$ cat src/rtl/uart_ascii_cmd_parser.sv
// uart_ascii_cmd_parser: line-based ASCII command decoder fed from an RX FIFO.
// Collects up to 12 case-folded bytes per line and decodes WATCH, SR04, TEMP, HUM and "SET HH:MM:SS".
// Each decoded line produces one single-cycle result pulse, or oCmdError if the line is rejected.
// Optional byte loopback to the ASCII sender is enabled by defining UART_CMD_ECHO_EN.
module uart_ascii_cmd_parser (
  input  logic       iClk,
  input  logic       iRstn,
  input  logic       iRxFifoEmpty,
  input  logic [7:0] iRxData,
  output logic       oRxPop,
  output logic [7:0] oEchoData,
  output logic       oEchoValid,
  output logic       oReqWatchReport,
  output logic       oReqSr04Report,
  output logic       oReqTempReport,
  output logic       oReqHumReport,
  output logic       oSetTimeValid,
  output logic [6:0] oSetHour,
  output logic [6:0] oSetMin,
  output logic [6:0] oSetSec,
  output logic       oCmdError
);

  localparam int unsigned LINE_MAX = 12;
  localparam int unsigned LEN_W    = 4;
  localparam int unsigned BYTE_W   = 8;
  localparam int unsigned TIME_W   = 7;

  typedef enum logic [1:0] {COLLECT = 2'd0, DISCARD = 2'd1, EXEC = 2'd2} state_e;

  state_e              state_q, state_d;
  logic [LEN_W-1:0]    len_q, len_d;
  logic [BYTE_W-1:0]   line_q [LINE_MAX];
  logic [BYTE_W-1:0]   line_d [LINE_MAX];
  logic                err_q, err_d;

  logic                watch_q, watch_d, sr04_q, sr04_d, temp_q, temp_d, hum_q, hum_d;
  logic                set_valid_q, set_valid_d, cmd_err_q, cmd_err_d;
  logic [TIME_W-1:0]   hour_q, hour_d, min_q, min_d, sec_q, sec_d;

  logic                rx_is_term;
  logic [BYTE_W-1:0]   rx_folded;
  logic                is_watch, is_sr04, is_temp, is_hum, set_ok;
  logic [TIME_W-1:0]   hh, mm, ss;

  function automatic logic is_digit(input logic [BYTE_W-1:0] b);
    return (b >= 8'h30) && (b <= 8'h39);
  endfunction

  function automatic logic [TIME_W-1:0] two_dig(input logic [BYTE_W-1:0] hi, input logic [BYTE_W-1:0] lo);
    return TIME_W'(hi - 8'h30) * 7'd10 + TIME_W'(lo - 8'h30);
  endfunction

  // Pop whenever a byte is waiting and the FSM is accepting bytes; never while in reset.
  assign oRxPop     = iRstn && !iRxFifoEmpty && ((state_q == COLLECT) || (state_q == DISCARD));
  assign rx_is_term = (iRxData == 8'h0D) || (iRxData == 8'h0A);
  assign rx_folded  = ((iRxData >= "a") && (iRxData <= "z")) ? (iRxData - 8'h20) : iRxData;

  // State register.
  always_ff @(posedge iClk or negedge iRstn) begin
    if (!iRstn) state_q <= COLLECT;
    else        state_q <= state_d;
  end

  // Next-state and line-buffer update.
  always_comb begin
    state_d = state_q;
    len_d   = len_q;
    line_d  = line_q;
    err_d   = err_q;
    case (state_q)
      COLLECT: begin
        if (oRxPop) begin
          if (rx_is_term) begin
            if (len_q != '0) state_d = EXEC;
          end else if (len_q == LEN_W'(LINE_MAX)) begin
            state_d = DISCARD;
            err_d   = 1'b1;
          end else begin
            line_d[len_q] = rx_folded;
            len_d         = len_q + LEN_W'(1);
          end
        end
      end
      DISCARD: begin
        if (oRxPop && rx_is_term) state_d = EXEC;
      end
      EXEC: begin
        state_d = COLLECT;
        len_d   = '0;
        err_d   = 1'b0;
      end
      default: state_d = COLLECT;
    endcase
  end

  // Match the stored line against the command set.
  always_comb begin
    is_watch = (len_q == LEN_W'(5)) && (line_q[0] == "W") && (line_q[1] == "A") &&
               (line_q[2] == "T") && (line_q[3] == "C") && (line_q[4] == "H");
    is_sr04  = (len_q == LEN_W'(4)) && (line_q[0] == "S") && (line_q[1] == "R") &&
               (line_q[2] == "0") && (line_q[3] == "4");
    is_temp  = (len_q == LEN_W'(4)) && (line_q[0] == "T") && (line_q[1] == "E") &&
               (line_q[2] == "M") && (line_q[3] == "P");
    is_hum   = (len_q == LEN_W'(3)) && (line_q[0] == "H") && (line_q[1] == "U") &&
               (line_q[2] == "M");
    hh       = two_dig(line_q[4], line_q[5]);
    mm       = two_dig(line_q[7], line_q[8]);
    ss       = two_dig(line_q[10], line_q[11]);
    set_ok   = (len_q == LEN_W'(LINE_MAX)) && (line_q[0] == "S") && (line_q[1] == "E") &&
               (line_q[2] == "T") && (line_q[3] == " ") && (line_q[6] == ":") && (line_q[9] == ":") &&
               is_digit(line_q[4]) && is_digit(line_q[5]) && is_digit(line_q[7]) &&
               is_digit(line_q[8]) && is_digit(line_q[10]) && is_digit(line_q[11]) &&
               (hh <= 7'd23) && (mm <= 7'd59) && (ss <= 7'd59);
  end

  // Result outputs: one pulse per executed line, time fields hold between updates.
  always_comb begin
    watch_d     = 1'b0;
    sr04_d      = 1'b0;
    temp_d      = 1'b0;
    hum_d       = 1'b0;
    set_valid_d = 1'b0;
    cmd_err_d   = 1'b0;
    hour_d      = hour_q;
    min_d       = min_q;
    sec_d       = sec_q;
    if (state_q == EXEC) begin
      if (err_q)         cmd_err_d = 1'b1;
      else if (is_watch) watch_d   = 1'b1;
      else if (is_sr04)  sr04_d    = 1'b1;
      else if (is_temp)  temp_d    = 1'b1;
      else if (is_hum)   hum_d     = 1'b1;
      else if (set_ok) begin
        set_valid_d = 1'b1;
        hour_d      = hh;
        min_d       = mm;
        sec_d       = ss;
      end else           cmd_err_d = 1'b1;
    end
  end

  // Datapath and output registers.
  always_ff @(posedge iClk or negedge iRstn) begin
    if (!iRstn) begin
      len_q       <= '0;
      err_q       <= 1'b0;
      for (int i = 0; i < LINE_MAX; i++) line_q[i] <= '0;
      watch_q     <= 1'b0;
      sr04_q      <= 1'b0;
      temp_q      <= 1'b0;
      hum_q       <= 1'b0;
      set_valid_q <= 1'b0;
      cmd_err_q   <= 1'b0;
      hour_q      <= '0;
      min_q       <= '0;
      sec_q       <= '0;
    end else begin
      len_q       <= len_d;
      err_q       <= err_d;
      line_q      <= line_d;
      watch_q     <= watch_d;
      sr04_q      <= sr04_d;
      temp_q      <= temp_d;
      hum_q       <= hum_d;
      set_valid_q <= set_valid_d;
      cmd_err_q   <= cmd_err_d;
      hour_q      <= hour_d;
      min_q       <= min_d;
      sec_q       <= sec_d;
    end
  end

  assign oReqWatchReport = watch_q;
  assign oReqSr04Report  = sr04_q;
  assign oReqTempReport  = temp_q;
  assign oReqHumReport   = hum_q;
  assign oSetTimeValid   = set_valid_q;
  assign oCmdError       = cmd_err_q;
  assign oSetHour        = hour_q;
  assign oSetMin         = min_q;
  assign oSetSec         = sec_q;

`ifdef UART_CMD_ECHO_EN
  logic              echo_valid_q, echo_valid_d;
  logic [BYTE_W-1:0] echo_data_q, echo_data_d;

  // Loop every popped raw byte back one cycle later.
  always_comb begin
    echo_valid_d = oRxPop;
    echo_data_d  = oRxPop ? iRxData : echo_data_q;
  end

  // Echo registers.
  always_ff @(posedge iClk or negedge iRstn) begin
    if (!iRstn) begin
      echo_valid_q <= 1'b0;
      echo_data_q  <= '0;
    end else begin
      echo_valid_q <= echo_valid_d;
      echo_data_q  <= echo_data_d;
    end
  end

  assign oEchoValid = echo_valid_q;
  assign oEchoData  = echo_data_q;
`else
  assign oEchoValid = 1'b0;
  assign oEchoData  = '0;
`endif

endmodule

$ cat config.mk
export PLATFORM = sky130hd
export DESIGN_NAME = uart_ascii_cmd_parser
export DESIGN_NICKNAME = d
export VERILOG_FILES = /design/src/rtl/uart_ascii_cmd_parser.sv
export SDC_FILE = /design/constraint.sdc
export NUM_CORES = 1
export LEC_CHECK = 0
export ABC_AREA = 1
export CAP_MARGIN = 25
export CORE_MARGIN = 4
export CORE_UTILIZATION = 56
export CTS_BUF_LIST = sky130_fd_sc_hd__clkbuf_4 sky130_fd_sc_hd__clkbuf_8
export DETAILED_ROUTE_END_ITERATION = 8
export GPL_TIMING_DRIVEN = 0
export HOLD_SLACK_MARGIN = 0.02
export PLACE_DENSITY = 0.8
export REMOVE_ABC_BUFFERS = 1
export SYNTH_ARGS = -nofsm -noshare
export SYNTH_HDL_FRONTEND = slang
export SYNTH_SLANG_ARGS = --single-unit
$ cat constraint.sdc
create_clock -name iClk -period 2.9 [get_ports iClk]
set_input_delay 0.58 -clock iClk [delete_from_list [all_inputs] [get_ports iClk]]
set_output_delay 0.58 -clock iClk [all_outputs]
set_load 0.05 [all_outputs]
; ---- Yosys cells after proc, flatten, opt, wreduce, memory -nomap -nowiden
; Cells that the tools add are included.
[classes]
multipliers = 3
n_addsub = 11
n_bitwise = 8
n_reduce_logical = 53
muxes = 50
order_cmp = 19
n_eq_ne = 33
[op_table]
columns = operator, count
row1 = $eq A8 B7 Y1 const B, 13
row2 = $bwmux W96, 1
row3 = $ge A8 B6 Y1 const B, 6
row4 = $le A8 B6 Y1 const B, 6
row5 = $logic_and A1 B1 Y1, 42
row6 = $sub A7 B6 Y7 const B, 6
row7 = $eq A8 B6 Y1 const B, 5
row8 = $mux W1, 35
row9 = $demux W8 S4, 1
row10 = $add A7 B7 Y7, 3
row11 = $mul A7 B3 Y6 const B, 3
row12 = $eq A8 B4 Y1 const B, 2
row13 = $mux W8, 2
row14 = $reduce_and A4 Y1, 4
row15 = $le A7 B6 Y1 const B, 2
row16 = $mux W4, 3
row17 = $mux W2, 5
row18 = $eq A4 B3 Y1 const B, 2
row19 = $ge A8 B7 Y1 const B, 1
row20 = $le A8 B7 Y1 const B, 1
row21 = $pmux W4 S2, 1
row22 = $sub A8 B6 Y8 const B, 1
row23 = $le A7 B5 Y1 const B, 1
row24 = $not A1 Y1, 7
row25 = 19 further kinds, 24
[word_totals]
ff_bits = 130
in_bits = 11
output_inout_bits = 37
wordCells = 201

; ---- Longest topological paths before layout
; Gate-level depths: netlist (run 1).
[depth]
ltp_word = 23
mapped_depth = 22
depth_no_buf = 21

; ---- Worst setup path before layout (run 1)
; OpenSTA, ideal clock, no wires.
[synth_timing]
kind = register to register
startpoint = reg line_q[35] (netlist bit)
endpoint = reg hour_q[0] (netlist: oSetHour[0])
required_ns = 2.781
stages_incl_launch_ff = 21
arrival_ns = 3.092
n_path_buf = 1
setup_ns = 0.119
setup_slack_ns = -0.312
synth_period_minus_slack_ns = 3.212
path_cell_list = dfrtp_1 > ha_1 > ha_1 > fa_1 > ha_1 > ha_1 > nand2_1 > nand2_1 > nor2_1 > nand2_1 > nand2_1 > nand2_1 > nand2_1 > inv_1 > nor2_1 > nand2_1 > nor2_4 > nand2_4 > buf_6 > nand2_1 > nand2_1
[synth_via]
elab_chain_cells = 10
elab_cells_between_ends = 15
classes_between = 2 x add/sub / 1 x mul / 3 x order compare / 9 x reduce/logical
[synth_lines]
columns = item, line_no
row1 = from (decl), 33  ; logic [BYTE_W-1:0] line_q [LINE_MAX];
row2 = from (signal assigned), 161  ; line_q <= line_d;
row3 = branches (longest 7 deep; another with $sub A7 B6 Y7), -
row4 = $logic_and A1 B1 Y1 * (2 in a row), 114  ; (hh <= 7'd23) && (mm <= 7'd59) && (ss <= 7'd59);
row5 = $reduce_and A7 Y1 (no line) *, -
row6 = to (signal assigned), 168  ; hour_q <= hour_d;
row7 = to (decl), 39  ; logic [TIME_W-1:0] hour_q, hour_d, min_q, min_d, sec_q, sec_d;
; Mark *: on every way between the ends.
; A chain may end at the register's enable or synchronous reset.

; ---- Worst setup path in the final report (run 1)
[layout_timing]
startpoint = reg line_q[35] (netlist bit)
endpoint = reg hour_q[1] (netlist: oSetHour[1])
; The elaborated chain is that of the path after synthesis.

==> results of run 1 <==
## power breakdown
part	internal, mW	leakage (nW)	switching [mW]
sequential	2.50	1.62	0.514
clock	0.944	0.218	0.713
combinational	2.75	2.61	3.74
## stage by stage
step | instance area [um^2] | power [mW] | TNS (ns)
detailed placement | 7920 | 7.874 | -34.55
global placement | 7869 | 7.667 | -939.52
finish | 8882 | 11.17 | -9.690
global route | 8882 | 12.24 | -13.09
CTS | 8707 | 10.54 | -8.344
floorplan | 7273 | 6.755 | -8.036
## kinds of logic after synthesis
| logic type | count (synthesis) | synth area share, % |
|---|---|---|
| other | 1 | 0.05057 |
| AO/OA/AOI/OAI | 117 | 8.858 |
| flip-flops | 130 | 43.87 |
| buffers and inverters | 183 | 10.12 |
| AND/OR/NAND/NOR | 457 | 26.56 |
| XOR/XNOR | 7 | 0.8267 |
| adder cells (fa/ha/maj) | 54 | 9.718 |
## metal layers
metal | vias up | GRT usage [%] | share of wire (%)
li1 | 3097 | - | -
met1 | 2984 | 33.53 | 44
met2 | 179 | 40.93 | 48
met3 | 36 | 5.078 | 6.2
met4 | 0 | 10.03 | 2.3
met5 | - | 0 | 0
## state kept, by name, indices dropped and copies added, names as in the netlist, 2 cells and up
| signal | flops |
|---|---|
| len_q | 4 |
| line_q | 96 |
| oSetHour | 7 |
| oSetMin | 7 |
| oSetSec | 7 |
| state_q | 2 |
## cell usage in the layout, fill, tap and decap left out, drive strengths merged, types with 9 or more instances in the layout
cell / count
ha: 48
o21ai: 82
inv: 152
nor2: 95
a21oi: 9
clkdlybuf4s50: 36
o21a: 22
nand3b: 9
conb: 9
nand4: 12
clkbuf: 23
nor3: 12
nand3: 50
buf: 24
nand2: 282
dfrtp: 130
## worst paths after layout
path,slack (ns),cells after the start,from,endpoint
max in group asynchronous,2.11,2,iRstn,line_q[46]
worst min-delay path,0.08,1,iRstn,oReqWatchReport
worst max-delay path,-0.45,19,line_q[35],oSetHour[1]
worst min register to register,0.47,2,oSetMin[1],oSetMin[1]
worst max register to register,-0.45,19,line_q[35],oSetHour[1]
min in group iClk,0.47,2,oSetMin[1],oSetMin[1]
## area by class of cell
| type | instances | area, um^2 | share of cell area [%] |
|---|---|---|---|
| repair buffers | 63 | 660.6 | 7.438 |
| well taps | 172 | 215.2 | 2.423 |
| inverters | 154 | 591.8 | 6.663 |
| multi-input cells | 647 | 3735 | 42.05 |
| clock inverters | 10 | 130.1 | 1.465 |
| clock buffers | 22 | 296.5 | 3.338 |
| flip-flops and latches | 130 | 3253 | 36.62 |
## what timing repair did
| action | 4_1_cts | 5_1_grt |
|---|---|---|
| hold buffers | 0 | 0 |
| cloned | 4 | 1 |
| setup endpoints to repair | 27 | 35 |
| buffers inserted | 14 | 6 |
| pin swaps | 14 | 35 |
| gates resized for setup | 39 | 43 |
==> results.toml, run 1 <==
[cts]
cts.sinks = 130
cts_buffer_depth = 2
cts_root_buffer = "clkbuf_8"
cts_tree = "built"
cts_max_level = 4
cts.clk_slew.worst_paths_ns = 0.07
clock_insertion_delay_worst_skew_ns = 0.45
cts_made_buffers = 17

[finish]
final_util_pct = 69.54
n_fill_cell = 926
fin_nets = 1078
drive_gt1_share_pct = 13.65
n_antenna_cell = 0
syn_to_final_growth_pct = 19.77
stdcell_count = 1198

[sta]
finalHoldViolations = 0
fmax_ghz = 0.2984
rsz0062_at_grt = "yes"
report.final.slew_viol_count = 0
slew_headroom_pct = 50.63
fin_ws_ns = -0.4509
setup_viol = 23
period_share_pct = 115.5
fin_hold_ws_ns = 0.07594
skew_ns = 0.008008
fin_crit_ns = 3.351
worstMarginPinSlew_ns = 0.7406

[critical_path]
cp.arrival_ns = 3.69
path_cells = "ha_1 -> ha_2 -> fa_1 -> ha_4 -> ha_4 -> nand2_1 -> nor2_2 -> nor2_2 -> nand2_2 -> nand3_2 -> nand2_4 -> inv_4 -> nor2_4 -> nand2_2 -> nor2_4 -> buf_12 -> nand2_8 -> nand2_4 -> nand2_2"
cp_slowest_stage_delay_ns = 0.53
cp_slowest_cell = "fa_1"
crit_type = "register to register"
cp_max_fo = 5
crit_top_cell = "nand2_2"
crit_family = "adder cells"
critical_path.n_buffers_inverters = 2
critPathCaptureType = "register"
start_kind = "register"
crit_required_ns = 3.24

[drt]
vias_per_cell = 5.255
vias = 6296
first_pass_iters = 5
drt-total-wl_um = 17720
post-route-drc-count = 0
drt_iter0_markers = 442
final_antenna_net_count = 0
wire_per_inst_um = 14.79

[logic_synthesis]
synthCells = 949
synth.most_common_cell = "nand2_1"
synth_top_area_share_pct = 43.87
yosys-top-cells-count = "nand2_1 (277), inv_1 (151), dfrtp_1 (130)"
yosysTopAreaCell = "dfrtp_1"
async_reset_ff_share_pct = 100.0
synthTopCellsByArea = "dfrtp_1 (44%), nand2_1 (14%), ha_1 (8.1%), inv_1 (7.6%), o21ai_0 (5.5%)"
synth_edf_count = 0
ys_seq_area_share_pct = 43.87
yosysWarnings = 0
avgSynthCellArea_um2 = 7.814
ys.flop_type = "dfrtp_1"
synth_cell_types = 32
synth_seq_cells = 130
synth_area_um2 = 7416

[placed_design]
portBuffers = 38
dp_slack_ns = -0.9050
hpwl_um = 11620
gp_congestion = 0.9643
dpl.cell_count = 1141

[power]
leakage_nw = 4.451
max-vdd-ir-drop_uv = 845.2
powerDensity_nw_per_um2 = 1258

[global_routing]
grt_usage_pct = 25.25
grt_overflow = 0
antenna_found_initial = 0
grt_max_degree = 50
grt_pass1_vias = 6022
grt_pass1_wl_um = 29400

[floorplan]
core_um2 = 12770
start_util_pct = 58.06
die_area_um2 = 15150
die_h_um = 123.1
ioPinCount = 48
fp.dieW_um = 123.1
row_count = 41

[min_path]
worstHoldPathType = "input port to asynchronous set/reset pin"

[status]
violations = "negative setup slack"
status = "finished with violations"

[run]
cap_violations = 0
Power figures use the tool's default switching activity.
==> run 2: changes to the inputs <==
--- a/config.mk
+++ b/config.mk
@@ -5,15 +5,14 @@
 export SDC_FILE = /design/constraint.sdc
 export NUM_CORES = 1
 export LEC_CHECK = 0
-export ABC_AREA = 1
 export CAP_MARGIN = 25
 export CORE_MARGIN = 4
-export CORE_UTILIZATION = 56
+export CORE_UTILIZATION = 55
 export CTS_BUF_LIST = sky130_fd_sc_hd__clkbuf_4 sky130_fd_sc_hd__clkbuf_8
 export DETAILED_ROUTE_END_ITERATION = 8
 export GPL_TIMING_DRIVEN = 0
 export HOLD_SLACK_MARGIN = 0.02
-export PLACE_DENSITY = 0.8
+export PLACE_DENSITY = 0.79
 export REMOVE_ABC_BUFFERS = 1
 export SYNTH_ARGS = -nofsm -noshare
 export SYNTH_HDL_FRONTEND = slang
==> run 2 against run 1 <==
Compared with the run above: the run still ends with negative setup slack left; clock power up 5%; clock skew up 0.011 ns; sequential share of layout area up 1.1 points; non-clock buffer count up 7; synthesized area down 6.3%; critical endpoint unchanged; largest cell class unchanged; highest routed layer unchanged.
==> results.toml, run 2 <==
[finish]
layout_commonest_cell = "dfrtp_1"
drive_gt1_share_pct = 32.67
syn_to_final_growth_pct = 24.01
regMostFlops = "line_q"
largest_reg_flops = 96
mostFrequentLayoutCells = "dfrtp_1 (130), mux2_2 (75), ha_1 (34), inv_1 (32), clkdlybuf4s50_1 (31)"
n_antenna_cell = 0
n_fill_cell = 782
stdcell_count = 820
final_util_pct = 70.59
seqCellArea_um2 = 3253
multiInputGateArea_um2 = 3866
fin_nets = 704

[power]
pwr-share-clk_pct = 15.7
leakage_nw = 3.991
switching_share_pct = 40.54
p_int_mw = 6.568
seq_power_share_pct = 27.7
powerDensity_nw_per_um2 = 1281
max-vdd-ir-drop_uv = 668.1
total_power_mw = 11.05
combPwrFrac_pct = 56.6
power_switching_mw = 4.478

[drt]
drt_iter0_markers = 453
drt-total-wl_um = 18500
wire_per_inst_um = 22.56
final_antenna_net_count = 0
vias = 5027
vias_per_cell = 6.130
post-route-drc-count = 0
first_pass_iters = 5

[sta]
fmax_ghz = 0.2801
report.final.slew_viol_count = 0
fin_crit_ns = 3.570
finalHoldViolations = 0
worstMarginPinSlew_ns = 0.9091
period_share_pct = 123.1
rsz0062_at_grt = "yes"
fin_ws_ns = -0.6701
slew_headroom_pct = 38.83
setup_viol = 23
setup_tns_ns = -13.50
skew_ns = 0.01860

[logic_synthesis]
synth_cell_types = 46
synth_area_um2 = 6952
ys_seq_area_share_pct = 46.80
synth.most_common_cell = "dfrtp_1"
avgSynthCellArea_um2 = 12.26
synth_top_area_share_pct = 46.80
async_reset_ff_share_pct = 100.0
yosysWarnings = 0
yosys-top-cells-count = "dfrtp_1 (130), mux2_2 (76), ha_1 (48)"
ys.flop_type = "dfrtp_1"
synth_edf_count = 0
yosysTopAreaCell = "dfrtp_1"
synthCells = 567
synthTopCellsByArea = "dfrtp_1 (47%), mux2_2 (12%), ha_1 (8.6%), mux2_1 (4.4%), inv_1 (2.0%)"
synth_seq_cells = 130

[cts]
cts_tree = "built"
cts_max_level = 4
cts.clk_slew.worst_paths_ns = 0.07
cts.sinks = 130
cts_root_buffer = "clkbuf_8"
cts_buffer_depth = 2
clock_insertion_delay_worst_skew_ns = 0.45
cts_made_buffers = 17
hold_buffers = 0

[floorplan]
die_area_um2 = 14500
die_h_um = 120.4
ioPinCount = 48
fp.dieW_um = 120.4
start_util_pct = 56.93
core_um2 = 12210
row_count = 40

[global_routing]
grt_max_degree = 85
grt_overflow = 0
grt_pass1_wl_um = 27240
grt_usage_pct = 24.41
antenna_found_initial = 0
grt_pass1_vias = 5218

[status]
status = "finished with violations"
violations = "negative setup slack"

[critical_path]
worstSetupStartpoint = "line_q[9]"
critPathCaptureType = "register"
cp.arrival_ns = 3.90
r2r_setup_slack_ns = -0.67
crit_required_ns = 3.23
cp_max_fo = 4
r2r_start = "line_q[9]"
start_kind = "register"
crit_type = "register to register"

[placed_design]
dpl.cell_count = 760
portBuffers = 38
hpwl_um = 11120
gp_congestion = 0.9158

[min_path]
worstHoldPathType = "input port to asynchronous set/reset pin"

[run]
cap_violations = 0
-- run 2: changes by cell type after synthesis, sizes merged, moves of 8 or more --
cell,previous run,this run
nand2,279,20
inv,153,37
mux2,0,103
nor2,95,23
o21ai,82,11
nand3,50,7
o21a,22,0
nor4,0,13
nor4b,0,12
xnor2,3,13
buf,24,16
nor4bb,0,8
-- run 2: cells by family after synthesis --
kind of cell,share of synthesized area (%)
adders and majority gates,10.37
xor gates and xnor gates,3.492
and+or+nand+nor,14.63
buffers and inverters,4.032
DFF,46.80
muxes,17.55
AOI/OAI and AO/OA,3.078
other,0.05394
-- run 2: layout make-up --
cell class	count	share of cell area (%)
Tap cell	168	2.438
Clock buffer	23	3.454
Clock inverter	9	1.771
Inverter	37	1.611
Sequential cell	130	37.74
Timing Repair Buffer	70	8.142
Multi-Input combinational cell	383	44.85
-- run 2: timing repair --
item | in CTS | in global routing
gates resized for setup | 53 | 33
pin swaps | 16 | 16
setup buffers | 17 | 9
hold endpoints to repair | 0 | 0
gates cloned | 0 | 2
endpoints found under the setup margin | 116 | 99
-- run 2: through the flow --
stage               cell area, um^2  setup WS [ns]  hold slack, ns
CTS                            8379        -0.4926         0.05987
global route                   8621        -0.6952         0.09213
finish                         8621        -0.6701         0.06375
detailed placement             7502         -1.441          0.4794
global placement               7431         -4.733          0.4683
floorplan                      6840         -1.379          0.2844
-- run 2: layer usage --
| metal | GRT usage, % | wire length (um) | vias to the layer above |
|---|---|---|---|
| met1 | 30.62 | 7248 | 2549 |
| met5 | 0 | 0 | - |
| met3 | 5.379 | 1238 | 80 |
| met2 | 40.94 | 9203 | 233 |
| li1 | - | - | 2165 |
| met4 | 10.27 | 810 | 0 |
-- run 2: path summary, 6_finish.rpt --
kind,depth (start not counted),to
max in group asynchronous,2,line_q[2]
hold reg to reg,2,line_q[79]
setup reg to reg,12,oSetHour[1]
hold / removal,1,oSetHour[0]
min in group iClk,2,line_q[79]
setup / recovery,12,oSetHour[1]
-- run 2: critical path, stage by stage, from the launching register on --
cell	delay, ns
dfrtp_1	0.40
ha_1	0.30
ha_2	0.19
fa_1	0.58
ha_4	0.24
ha_4	0.31
a21oi_4	0.07
xnor2_2	0.21
o2111ai_4	0.18
nor4_4	0.30
buf_4	0.20
clkbuf_16	0.16
mux2_4	0.30
-- run 2: power groups by stage --
stage / sequential [mW] / clock, mW / combinational [mW]
floorplan: 2.85 / 0 / 2.70
global placement: 3.01 / 0 / 3.28
detailed placement: 3.05 / 0 / 3.50
CTS: 3.02 / 1.74 / 5.19
global route: 3.13 / 1.84 / 6.61
finish: 3.06 / 1.74 / 6.25
